--- config.mk ---
export PLATFORM = sky130hd
export DESIGN_NAME = mult_hilo_ctrl
export DESIGN_NICKNAME = d
export VERILOG_FILES = /design/src/rtl/mult_hilo_ctrl.sv
export SDC_FILE = /design/constraint.sdc
export NUM_CORES = 1
export LEC_CHECK = 0
export BUFFER_PORTS_ARGS = -buffer_cell sky130_fd_sc_hd__buf_2
export CORE_AREA = 2 2 90 92
export CTS_CLUSTER_SIZE = 16
export DETAILED_ROUTE_END_ITERATION = 16
export DIE_AREA = 0 0 92 94
export HOLD_SLACK_MARGIN = 0.05
export MAX_ROUTING_LAYER = met4
export PLACE_DENSITY = 0.83
export SYNTH_ARGS = -nofsm -noshare
export SYNTH_HDL_FRONTEND = slang
export SYNTH_SLANG_ARGS = --single-unit
--- constraint.sdc ---
create_clock -name Clk -period 5.4 [get_ports Clk]
set_input_delay 1.35 -clock Clk [delete_from_list [all_inputs] [get_ports Clk]]
set_output_delay 1.35 -clock Clk [all_outputs]
set_load 0.02 [all_outputs]
--- src/rtl/mult_hilo_ctrl.sv ---
// =============================================================================
// Module      : mult_hilo_ctrl
// Description : MIPS HI/LO front end that drives a sequential shift-add multiplier.
//               Optional macro MULT_SIGNED_EN adds signed MULT support.
// Revision    : 1.0 - initial release
// =============================================================================
`default_nettype none

module mult_hilo_ctrl #(
    parameter int WIDTH          = 16,
    parameter int TIMEOUT_CYCLES = 64
) (
    input  logic                 Clk,
    input  logic                 Rst,
    input  logic                 OpValid,
    input  logic [2:0]           OpCode,
    input  logic [WIDTH-1:0]     OpA,
    input  logic [WIDTH-1:0]     OpB,
    output logic                 Stall,
    output logic [WIDTH-1:0]     RdData,
    output logic                 RdValid,
    output logic                 Err,
    output logic                 MulSt,
    output logic [WIDTH-1:0]     MulMultiplicando,
    output logic [WIDTH-1:0]     MulMultiplicador,
    input  logic                 MulIdle,
    input  logic                 MulDone,
    input  logic [2*WIDTH-1:0]   MulProduto
);

    typedef enum logic [1:0] {
        S_IDLE  = 2'd0,
        S_ISSUE = 2'd1,
        S_WAIT  = 2'd2
    } state_t;

    localparam logic [2:0] OP_MULT = 3'd1;
    localparam logic [2:0] OP_MFHI = 3'd2;
    localparam logic [2:0] OP_MFLO = 3'd3;
    localparam logic [2:0] OP_MTHI = 3'd4;
    localparam logic [2:0] OP_MTLO = 3'd5;
    localparam logic [7:0] TIMEOUT_LAST = 8'(TIMEOUT_CYCLES - 1);

    state_t                 state_q;
    logic [WIDTH-1:0]       hi_q;
    logic [WIDTH-1:0]       lo_q;
    logic [WIDTH-1:0]       rd_data_q;
    logic                   rd_valid_q;
    logic                   err_q;
    logic                   mul_st_q;
    logic [WIDTH-1:0]       mcand_q;
    logic [WIDTH-1:0]       mplier_q;
    logic [7:0]             cnt_q;

    logic                   is_ctrl_op;
    logic                   accept;
    logic [WIDTH-1:0]       mcand_d;
    logic [WIDTH-1:0]       mplier_d;
    logic [2*WIDTH-1:0]     prod_d;

    assign is_ctrl_op = (OpCode >= OP_MULT) && (OpCode <= OP_MTLO);
    assign Stall      = OpValid & is_ctrl_op & (state_q != S_IDLE);
    assign accept     = OpValid & is_ctrl_op & (state_q == S_IDLE);

`ifdef MULT_SIGNED_EN
    logic neg_q;

    // Two's-complement negation maps the most negative value onto its unsigned magnitude.
    assign mcand_d  = OpA[WIDTH-1] ? (~OpA + 1'b1) : OpA;
    assign mplier_d = OpB[WIDTH-1] ? (~OpB + 1'b1) : OpB;
    assign prod_d   = neg_q ? (~MulProduto + 1'b1) : MulProduto;
`else
    assign mcand_d  = OpA;
    assign mplier_d = OpB;
    assign prod_d   = MulProduto;
`endif

    always_ff @(posedge Clk or posedge Rst) begin
        if (Rst) begin
            state_q    <= S_IDLE;
            hi_q       <= '0;
            lo_q       <= '0;
            rd_data_q  <= '0;
            rd_valid_q <= 1'b0;
            err_q      <= 1'b0;
            mul_st_q   <= 1'b0;
            mcand_q    <= '0;
            mplier_q   <= '0;
            cnt_q      <= '0;
`ifdef MULT_SIGNED_EN
            neg_q      <= 1'b0;
`endif
        end else begin
            rd_valid_q <= 1'b0;
            mul_st_q   <= 1'b0;
            case (state_q)
                S_IDLE: begin
                    if (accept) begin
                        case (OpCode)
                            OP_MULT: begin
                                mcand_q  <= mcand_d;
                                mplier_q <= mplier_d;
`ifdef MULT_SIGNED_EN
                                neg_q    <= OpA[WIDTH-1] ^ OpB[WIDTH-1];
`endif
                                state_q  <= S_ISSUE;
                            end
                            OP_MFHI: begin
                                rd_data_q  <= hi_q;
                                rd_valid_q <= 1'b1;
                            end
                            OP_MFLO: begin
                                rd_data_q  <= lo_q;
                                rd_valid_q <= 1'b1;
                            end
                            OP_MTHI: hi_q <= OpA;
                            OP_MTLO: lo_q <= OpA;
                            default: ;
                        endcase
                    end
                end
                S_ISSUE: begin
                    // A busy multiplier may hold us here indefinitely; only the WAIT phase is timed.
                    if (MulIdle) begin
                        mul_st_q <= 1'b1;
                        cnt_q    <= '0;
                        state_q  <= S_WAIT;
                    end
                end
                S_WAIT: begin
                    if (MulDone) begin
                        {hi_q, lo_q} <= prod_d;
                        cnt_q        <= '0;
                        state_q      <= S_IDLE;
                    end else if (cnt_q == TIMEOUT_LAST) begin
                        err_q   <= 1'b1;
                        cnt_q   <= '0;
                        state_q <= S_IDLE;
                    end else begin
                        cnt_q <= cnt_q + 8'd1;
                    end
                end
                default: state_q <= S_IDLE;
            endcase
        end
    end

    assign RdData           = rd_data_q;
    assign RdValid          = rd_valid_q;
    assign Err              = err_q;
    assign MulSt            = mul_st_q;
    assign MulMultiplicando = mcand_q;
    assign MulMultiplicador = mplier_q;

endmodule

`default_nettype wire

# ---- After elaboration in Yosys (flattened, before gate mapping)
# Index checks and enable logic that the tools add are counted.
dict set report classes {
  add_sub_neg 1
  magnitude_cmp 2
  eq_ne 15
  muxes 24
  bitwise 4
  reduce_logical 14
}
# cell count
set op_table {}
lappend op_table {{16-bit 2-to-1 mux} 6}
lappend op_table {{16-bit one-hot mux with 2 select lines} 3}
lappend op_table {{8-bit 2-to-1 mux} 3}
lappend op_table {{8-bit one-hot mux with 2 select lines} 1}
lappend op_table {{4-bit AND reduction} 3}
lappend op_table {{2-bit 2-to-1 mux} 5}
lappend op_table {{3-bit AND reduction} 3}
lappend op_table {{8-bit by 1-bit adder with 8-bit output (second input constant)} 1}
lappend op_table {{8-bit by 6-bit == test with 1-bit output (second input constant)} 1}
lappend op_table {{2-bit nonzero test} 4}
lappend op_table {{3-bit by 2-bit == test with 1-bit output (second input constant)} 2}
lappend op_table {{3-bit == test (second input constant)} 2}
lappend op_table {{2-bit by 1-bit != test with 1-bit output (second input constant)} 3}
lappend op_table {{2-bit != test (second input constant)} 3}
lappend op_table {{2-bit one-hot mux with 3 select lines} 1}
lappend op_table {{1-bit 2-to-1 mux} 5}
lappend op_table {{1-bit bitwise AND} 3}
lappend op_table {{3-bit by 1-bit == test with 1-bit output (second input constant)} 1}
lappend op_table {{3-bit by 1-bit >= comparator with 1-bit output (second input constant)} 1}
lappend op_table {{3-bit <= comparator (second input constant)} 1}
lappend op_table {{3-bit != test (second input constant)} 1}
lappend op_table {{2-bit by 1-bit == test with 1-bit output (second input constant)} 1}
lappend op_table {{2-bit == test (second input constant)} 1}
lappend op_table {{2-bit logical NOT} 1}
lappend op_table {{other kinds (4)} 4}
dict set report totals {
  regBits 93
  inputBits 72
  out_inout_bits 52
  wordCells 70
}

# ---- Logic depth before layout (Yosys ltp)
# Gate-level depths: netlist of the first run.
dict set report logic_depth {
  word_depth 6
  depth_mapped 6
}

# ---- Least setup slack after synthesis of the first run
# No wires, ideal clock.
dict set report synth_path {
  path_type {input-to-output}
  start {in OpCode[2]}
  end {out Stall}
  arrival_ps 1942
  t_required_ps 4050
  slack_ps 2108
  path_stages 2
  cell_sequence {nor3_1 -> a211oi_1}
}
dict set report synth_between {
  elab_chain_cells 4
}
# item line_no
set synth_lines {}
lappend synth_lines {{from (decl)} 16} ;# input logic [2:0] OpCode,
lappend synth_lines {{3-bit by 1-bit >= comparator with 1-bit output or 3-bit <= comparator (tied branches)} 61} ;# assign is_ctrl_op = (OpCode >= OP_MULT) && (OpCode <= OP_MTLO);
lappend synth_lines {{1-bit logical AND (*)} 61}
lappend synth_lines {{1-bit bitwise AND (*) (2 in series)} 62} ;# assign Stall = OpValid & is_ctrl_op & (state_q != S_IDLE);
lappend synth_lines {{to (decl)} 19} ;# output logic Stall,
# Mark *: on every way between the ends. The rest lies on a longest branch, timed or not.

# ---- Final worst setup path of the first run
# Same ends and word-level chain as after synthesis.

==> summary.txt, run 1 <==
Clock tree
  • Post-CTS Hold Fix Bufs: 0
  • Setup bufs post-CTS: 0
  • CTS tree: yes
  • Worst skew pair latency: 0.35 ns
  • Root Buffer: clkbuf_8
  • Clock tree buffer depth: 2
  • CTS buffer count: 9
  • Clock Sinks: 93
  • Worst-path clk slew: 0.09 ns
  • H-Tree Depth: 3
  • Resize count post-CTS: 0

Pwr
  • Comb pwr share: 29.1%
  • Peak VDD IR: about 0.25 mV
  • Internal power: about 0.0014 W
  • LEAKAGE: 2.602 nW
  • Power share of the sequential group: 49.0%
  • Sw Share: roughly 33%
  • Clock share of power: 21.9%
  • Psw: just over 0.0007 W
  • Power density cells: 425.1 nW/um^2

Drt
  • 1st-iter DRT viols: between 100 and 150
  • Antenna Nets Post-Route: 0
  • Vias per cell: 5.185
  • DRC Markers: 0
  • DRT Pass-1 Iters: 4
  • Total Wirelength: 8957 um
  • Via total after detailed routing: just over 3000
  • Routed len/inst: 15.10 um

Worst hold path
  • Min-Delay Endpoint: Err
  • Hold_sp: Err
  • Tightest Hold Check Type: register to register
  • Cells on Worst Hold Path: 1

Yosys
  • Sequential area share after synthesis: 56.36%
  • Syn avg cell area: ~11 um^2
  • Register bit total from synthesis: 93
  • Post-synthesis cell count: 368
  • Cell Area, Synth: 4129 um^2
  • Most frequent cell after synthesis: nand2_1
  • Leading area contributor after synthesis: dfrtp_1
  • Post-synth ARST share: 100.0%
  • Synth unique cells: 33
  • Most used DFF post-synth: dfrtp_1
  • Syn Nets: 441
  • Number of synthesized flops with an enable pin: 0
  • Ys Warns: 0
  • Top post-synthesis cells by count: nand2_1, dfrtp_1, mux2_2
  • Top-area cell type share of the netlist area: a little under three fifths
  • Area contributors post-synth: dfrtp_1, mux2_2, nand2_1, mux2i_1, o21ai_0

Global routing
  • First-pass GRT wire length: 14530 um
  • Global route overflow: 0
  • Initial antenna violation count: 0
  • Vias in the first global route: 3128
  • GRT Util Overall: 22.19%
  • Largest net degree at the start of global routing: 94

Setup path
  • CP startpoint: OpCode[2]
  • Setup crit end kind: output port
  • CP max stage cell: a211oi_1
  • FF-to-FF setup slack: approximately 3.2 ns
  • Worst Setup Path Type: primary input to output port
  • R2r startpoint: state_q[1]
  • CP top delay family: buffers and inverters
  • Required @ worst endpoint: 4.05 ns
  • Crit path DAT: 1.95 ns
  • R2R cell count: 4
  • Worst setup SP type: primary input
  • R2r endpoint: lo_q[4]
  • Crit path cell chain: buf_2, nor3_1, a211oi_1, buf_2
  • Critical path's most frequent cell: buf_2
  • CP Max Fanout: 5
  • Crit path largest cell delay: about 0.2 ns
  • WP buf/inv: 2

Floorplanning
  • Num ports: approximately 120
  • Core Rows: 32
  • Core Box Area: 7607 um^2
  • Initial core utilization: 54.28%
  • DIE HEIGHT: between 90 and 100 um
  • Die width: 92 um
  • Die footprint: 8648 um^2

Timing
  • Setup_tns: 0 ns
  • Setup Skew: 0.01353 ns
  • Final setup viols: 0
  • Final min period: 3.299 ns
  • Fin crit share: 61.09%
  • RSZ-0062 raised after global routing: no
  • Slew Viols, Final: 0
  • Endpoints failing hold: 0
  • FMAX: slightly above 0.3 GHz
  • Rel. slew slack: between 20% and 30%
  • Worst-Margin Slew: 1.162 ns

Final layout
  • Area of the multi-input gates: between 1500 and 2000 um^2
  • Share of cells above drive strength 1: 42.97%
  • NumNets Final: approximately 560
  • Utilization after layout: 65.87%
  • Layout area overhead: 21.36%
  • # diodes: 0
  • FILL cells: 650
  • Reg area: 2327 um^2

Run status
  • Status: finished clean

Run
  • Max-cap violations: 0

Placed design
  • Port bufs: around 120
  • GP Congestion: 0.7692
  • Dpl hpwl: approximately 6300 um
-- sequential cells by signal, summed over array words and instances (netlist names) --
name              flops
Err                   1
MulMultiplicador     16
MulMultiplicando     16
MulSt                 1
RdData               16
RdValid               1
cnt_q                 8
hi_q                 16
lo_q                 16
state_q               2
-- layout by cell type, fill, tap and decap left out, types with 3 or more instances in the layout --
master    instances
buf_2           123
inv_1             4
nand3b_1          4
nand3_1           4
nand2_1         107
mux2_2           64
nand2b_1          3
o21ai_0          25
mux2i_1          17
dfrtp_1          93
a21oi_1           3
clkbuf_8          9
nor2_1            4
-- area by class of cell --
cell class / count / area share (%)
flip-flops and latches: 93 / 46.44
multi-input cells: 252 / 34.03
repair buffers: 125 / 12.58
clock buffers: 10 / 2.547
well taps: 102 / 2.547
clock inverters: 6 / 1.423
inverters: 5 / 0.4245
-- per-stage QoR --
stage | area, um^2 | cells | worst slack [ns] | total power, W | hold slack (ns)
final | 5011 | 593 | 2.101 | 0.002130 | 0.4766
after global routing | 5011 | 593 | 2.059 | 0.002255 | 0.4895
after CTS | 5011 | 593 | 2.092 | 0.002150 | 0.4824
after detailed placement | 4812 | 577 | 2.091 | 0.001686 | 0.4585
after global placement | 4812 | 577 | 2.140 | 0.001646 | 0.4551
after floorplan | 4129 | 368 | 1.630 | 0.001454 | 0.4491
-- how the worst max path moves through the flow --
stage               endpoint  slack, ns  cells past startpoint
detailed placement     Stall       2.09                      4
CTS                    Stall       2.09                      4
global placement       Stall       2.14                      4
finish                 Stall       2.10                      4
global route           Stall       2.06                      4
floorplan                Err       1.63                      1
-- layer usage --
layer / vias to the layer above / wire length [um] / GRT usage, %
met5: - / 0 / -
met4: 0 / 102 / 8.582
li1: 1477 / - / -
met2: 90 / 4582 / 38.36
met3: 6 / 448 / 3.371
met1: 1502 / 3824 / 26.48
-- power groups by stage --
stage | Sequential, W | Clock (W) | Combinational [W]
floorplan | 0.00118 | 0 | 0.000278
detailed placement | 0.00106 | 0 | 0.000629
global route | 0.00107 | 0.000506 | 0.000680
CTS | 0.00104 | 0.000477 | 0.000631
global placement | 0.00104 | 0 | 0.000606
finish | 0.00104 | 0.000467 | 0.000621
-- kinds of logic (layout without fill, tap and decap cells) --
group           after synthesis  count (layout)  share of synthesized area, %
compound gates               37              37                         5.212
mux                          81              81                         21.58
buf+inv                      23             146                         2.455
flops                        93              93                         56.36
simple gates                133             133                         14.09
fa+ha+maj                     1               1                        0.3030
Power figures use the tool's default switching activity.
==> run 2, diff against run 1 <==
- CORE_AREA: 2 2 90 92 -> 2 2 93 95
- DIE_AREA: 0 0 92 94 -> 0 0 95 97
- PLACE_DENSITY: 0.83 -> 0.78
- clock period: 5.4 -> 3.2 ns (I/O delays scaled with it)
==> run 2 against run 1 <==
Cell count grew 1.3%; critical endpoint unchanged; highest routed layer unchanged; non-clock buffer count increased by 5; register-to-register slack got worse by 1.9 ns; cell area up 0.77%; hold slack got worse by 0.032 ns; die area grew 6.6%.
==> summary.txt, run 2 (same netlist as run 1, synthesis figures left out) <==
Global routing
  • Vias in the first global route: 3208 (+2.6%)
  • GRT Util Overall: 21.09% (-1.1 points)
  • Initial antenna violation count: 0 (unchanged)
  • First-pass GRT wire length: 14750 um (+1.5%)
  • Global route overflow: 0 (unchanged)
  • Largest net degree at the start of global routing: 75 (-20%)

Setup path
  • R2r startpoint: state_q[1]
  • Required @ worst endpoint: 2.40 ns (-1.65 ns)
  • Worst Setup Path Type: primary input to output port
  • Setup crit end kind: output port
  • Crit path DAT: 1.38 ns (-0.57 ns)
  • FF-to-FF setup slack: 1.26 ns (-1.94 ns)
  • R2R cell count: 4 (unchanged)
  • Worst setup SP type: primary input
  • CP Max Fanout: 5 (unchanged)
  • R2r endpoint: hi_q[6]

Final layout
  • # diodes: 0 (unchanged)
  • NumNets Final: 564 (+0.89%)
  • Layout area overhead: 22.30%
  • Utilization after layout: 62.08% (-3.8 points)
  • Most common cell after layout, fill and taps aside: buf_2
  • FILL cells: 683 (+5.1%)
  • Most frequent cells in the layout: buf_2, nand2_1, dfrtp_1
  • Share of cells above drive strength 1: 43.75% (+0.78 points)

Run
  • Max-cap violations: 0 (unchanged)

Drt
  • Via total after detailed routing: 3078 (+0.098%)
  • Antenna Nets Post-Route: 0 (unchanged)
  • DRT Pass-1 Iters: 4 (unchanged)
  • Total Wirelength: 9010 um (+0.59%)
  • 1st-iter DRT viols: 158 (+17%)
  • DRC Markers: 0 (unchanged)
  • Vias per cell: 5.121 (-1.2%)
  • Routed len/inst: 14.99 um (-0.75%)

Clock tree
  • Resize count post-CTS: 0 (unchanged)
  • Clock Sinks: 93 (unchanged)
  • Setup bufs post-CTS: 0 (unchanged)
  • Worst skew pair latency: 0.36 ns (about the same)
  • Root Buffer: clkbuf_8
  • H-Tree Depth: 3 (unchanged)
  • CTS buffer count: 9 (unchanged)
  • Post-CTS Hold Fix Bufs: 0 (unchanged)
  • Worst-path clk slew: 0.10 ns (about the same)
  • CTS tree: yes
  • Clock tree buffer depth: 2 (unchanged)

Timing
  • Worst hold slack: 0.4441 ns (-0.03242 ns)
  • Fin crit share: 68.23%
  • FMAX: 0.4580 GHz
  • Setup Skew: 0.01362 ns (+0.00008760 ns)
  • RSZ-0062 raised after global routing: no
  • Slew Viols, Final: 0 (unchanged)
  • Final setup viols: 0 (unchanged)
  • Final min period: 2.183 ns
  • Setup_tns: 0 ns (unchanged)
  • Rel. slew slack: 44.39% (+22 points)
  • Endpoints failing hold: 0 (unchanged)
  • Worst-Margin Slew: 0.8342 ns (-0.3279 ns)

Worst hold path
  • Tightest Hold Check Type: primary input to async pin

Floorplanning
  • Core Box Area: 8134 um^2 (+6.9%)
  • Die width: 95 um (+3.3%)
  • DIE HEIGHT: 97 um (+3.2%)
  • Die footprint: 9215 um^2 (+6.6%)
  • Initial core utilization: 50.76% (-3.5 points)
  • Num ports: 124 (unchanged)
  • Core Rows: 33 (+3.1%)

Pwr
  • Peak VDD IR: 0.3739 mV (+49%)
  • Power density cells: 699.9 nW/um^2 (+65%)
  • LEAKAGE: 2.617 nW (+0.58%)

Placed design
  • Dpl hpwl: 6538 um (+4.0%)
  • GP Congestion: 0.7622 (-0.91%)
  • Port bufs: 123 (unchanged)

Run status
  • Status: finished clean
run 2: cell types whose count changed in the layout (fill, tap and decap cells not counted), sizes merged:
cell | before | now
bufinv | 1 | 0
inv | 7 | 6
clkinvlp | 2 | 4
buf | 125 | 130
run 2: layout make-up:
cell class	instances	area (um^2)	area share [%]
multi-input combinational	252	1705	33.77
tap	105	131.4	2.602
timing repair buffer	130	680.7	13.48
sequential	93	2327	46.09
clock inverter	6	45.04	0.8920
clock buffer	10	137.6	2.725
inverter	5	22.52	0.4460
run 2: worst max-delay path, stage by stage:
cell      delay, ns
buf_2          0.13
nor3_1         0.06
a211oi_1       0.20
buf_2          0.20
run 2: metal layers:
| metal | share of wire [%] | track usage, % | wire (um) |
|---|---|---|---|
| met1 | 45 | 26.97 | 4029 |
| met2 | 48 | 33.44 | 4360 |
| met3 | 5.0 | 3.583 | 450 |
| met4 | 1.9 | 8.361 | 170 |
| met5 | 0 | - | 0 |
run 2: report_power, final:
part | leakage [nW] | switching, W | total (W) | internal [W]
registers | 1.15 | 0.000200 | 0.00175 | 0.00155
logic | 1.38 | 0.000574 | 0.00105 | 0.000478
clock network | 0.0853 | 0.000421 | 0.000728 | 0.000308
run 2: worst max-delay path by stage:
stage / end / slack (ns) / startpoint / cells after the start
floorplan: Stall / 1.01 / OpCode[2] / 2
global placement: hi_q[7] / 0.86 / OpCode[1] / 5
detailed placement: hi_q[6] / 0.78 / OpCode[1] / 5
CTS: Stall / 1.01 / state_q[0] / 3
global route: Stall / 0.94 / state_q[0] / 3
finish: Stall / 1.02 / OpCode[2] / 4
run 2: stage by stage:
step,cells,total power (W),instance area [um^2],worst slack (ns)
after floorplan,368,0.002454,4133,1.008
after global placement,585,0.002789,4867,0.8568
after detailed placement,585,0.002847,4867,0.7780
after CTS,601,0.003571,5050,1.013
after global routing,601,0.003764,5050,0.9444
final,601,0.003534,5050,1.017
==> run 3, diff against run 2 <==
- CORE_AREA: 2 2 93 95 -> 2 2 98 100
- DIE_AREA: 0 0 95 97 -> 0 0 100 102
- PLACE_DENSITY: 0.78 -> 0.74
- clock period: 3.2 -> 1.8 ns (I/O delays scaled with it)
==> run 3 against run 2 <==
Wire length grew 2.0%; non-clock buffer count grew 16; global-route usage fell by 1.7 points; clock power increased by 74%; critical endpoint unchanged; total power increased by 78%.
==> summary.txt, run 3 (same netlist as run 1, synthesis figures left out) <==
Drt
  • Via total after detailed routing: 3149 (+2.3%)
  • 1st-iter DRT viols: 87 (-45%)
  • DRT Pass-1 Iters: 4 (unchanged)
  • Routed len/inst: 14.73 um (-1.8%)
  • Total Wirelength: 9191 um (+2.0%)
  • Vias per cell: 5.046 (-1.5%)
  • Antenna Nets Post-Route: 0 (unchanged)
  • DRC Markers: 0 (unchanged)

Setup path
  • Worst setup SP type: register
  • CP Max Fanout: 6 (+1)
  • Setup crit end kind: output port
  • Worst Setup Path Type: register to output port
  • Required @ worst endpoint: 1.35 ns (-1.05 ns)
  • Crit path DAT: 1.23 ns (-0.15 ns)

Floorplanning
  • Die width: 100 um (+5.3%)
  • Die footprint: 10200 um^2 (+11%)
  • DIE HEIGHT: 102 um (+5.2%)
  • Num ports: 124 (unchanged)
  • Core Box Area: 9109 um^2 (+12%)
  • Core Rows: 35 (+6.1%)
  • Initial core utilization: 45.33% (-5.4 points)

Clock tree
  • H-Tree Depth: 3 (unchanged)
  • Clock Sinks: 93 (unchanged)
  • CTS tree: yes
  • CTS buffer count: 9 (unchanged)
  • Root Buffer: clkbuf_8
  • Post-CTS Hold Fix Bufs: 0 (unchanged)
  • Worst-path clk slew: 0.09 ns (about the same)
  • Worst skew pair latency: 0.36 ns (about the same)
  • Clock tree buffer depth: 2 (unchanged)

Placed design
  • Dpl hpwl: 6870 um (+5.1%)
  • Worst slack at placement: 0.03067 ns (-0.7474 ns)
  • GP Congestion: 0.8425 (+11%)
  • Area after DPL: 4990 um^2 (+2.5%)
  • Port bufs: 123 (unchanged)

Pwr
  • LEAKAGE: 2.719 nW (+3.9%)
  • Comb pwr share: 30.5% (+0.7 points)
  • Power share of the sequential group: 49.3% (-0.3 points)
  • Peak VDD IR: 0.8279 mV (+120%)
  • Power density cells: 1208 nW/um^2 (+73%)
  • Internal power: 0.004155 W (+78%)
  • Sw Share: 33.92% (+0.098 points)
  • Psw: 0.002133 W (+78%)
  • Clock share of power: 20.2% (-0.4 points)

Final layout
  • Layout area overhead: 26.06%
  • Share of cells above drive strength 1: 45.51% (+1.8 points)
  • NumNets Final: 580 (+2.8%)
  • Most frequent cells in the layout: buf_2, nand2_1, dfrtp_1
  • Most common cell after layout, fill and taps aside: buf_2
  • Final instance area: 5205 um^2 (+3.1%)
  • FILL cells: 829 (+21%)

Timing
  • Setup_tns: 0 ns (unchanged)
  • Worst-Margin Slew: 0.3944 ns (-0.4398 ns)
  • Worst hold slack: 0.06263 ns (-0.3815 ns)
  • Final min period: 1.684 ns
  • Slew Viols, Final: 0 (unchanged)
  • Final setup viols: 0 (unchanged)
  • Endpoints failing hold: 0 (unchanged)
  • Fin worst setup slack: 0.1159 ns (-0.9009 ns)
  • FMAX: 0.5938 GHz
  • Fin crit share: a little over 90%
  • Rel. slew slack: 73.61% (+29 points)
  • RSZ-0062 raised after global routing: no
  • Setup Skew: 0.01096 ns (-0.002655 ns)

Global routing
  • Vias in the first global route: 3230 (+0.69%)
  • GRT Util Overall: 19.35% (-1.7 points)
  • Largest net degree at the start of global routing: 37 (-51%)
  • First-pass GRT wire length: 14920 um (+1.2%)
  • Initial antenna violation count: 1 (+1)
  • Global route overflow: 0 (unchanged)

Worst hold path
  • Tightest Hold Check Type: primary input to async pin

Run status
  • Status: finished clean

Run
  • Max-cap violations: 0 (unchanged)
==> run 3: path summary, 6_finish.rpt <==
path / startpoint / endpoint / slack, ns / cells past startpoint
setup / recovery: state_q[1] / Stall / 0.12 / 3
hold / removal: Rst / Err / 0.06 / 2
setup reg to reg: state_q[1] / MulMultiplicador[0] / 0.13 / 5
hold reg to reg: cnt_q[7] / Err / 0.47 / 1
max in group asynchronous: Rst / state_q[0] / 1.19 / 3
min in group Clk: MulIdle / state_q[0] / 0.31 / 2
==> run 3: final cells by class <==
type,count,area [um^2],area share [%]
diodes,1,2.502,0.04808
clock buffers,10,127.6,2.452
clock inverters,6,47.55,0.9135
inverters,5,22.52,0.4327
multi-input cells,252,1705,32.76
flip-flops and latches,93,2330,44.76
well taps,111,138.9,2.668
repair buffers,146,830.8,15.96
==> run 3: metal layers <==
metal	wire length, um	GRT usage (%)	vias to the layer above
li1	-	-	1523
met1	3985	23.80	1510
met2	4523	32.12	99
met3	512	3.557	17
met4	170	7.271	0
met5	0	-	-
==> run 3: critical path, cell delays in order (launching register included) <==
cell      delay, ns
dfrtp_2        0.41
o21ai_0        0.10
a211oi_1       0.17
buf_2          0.20
==> run 3: repair_timing <==
action,CTS,global route
pin swaps,0,0
endpoints found under the setup margin,1,1
buffers inserted,0,4
resized for setup,1,1
==> run 3: power groups by stage <==
| stage | Clock, W | Sequential (W) | Combinational (W) |
|---|---|---|---|
| after CTS | 0.00130 | 0.00311 | 0.00194 |
| final | 0.00127 | 0.00310 | 0.00192 |
| after global placement | 0 | 0.00312 | 0.00187 |
| after floorplan | 0 | 0.00353 | 0.000834 |
| after global routing | 0.00138 | 0.00320 | 0.00212 |
| after detailed placement | 0 | 0.00316 | 0.00194 |
==> run 3: stage by stage <==
stage	std cells	power (W)	utilization [%]
floorplan	368	0.004362	-
global placement	603	0.004991	54.78
detailed placement	603	0.005094	54.78
CTS	619	0.006352	56.72
global route	624	0.006699	57.14
finish	624	0.006288	57.14
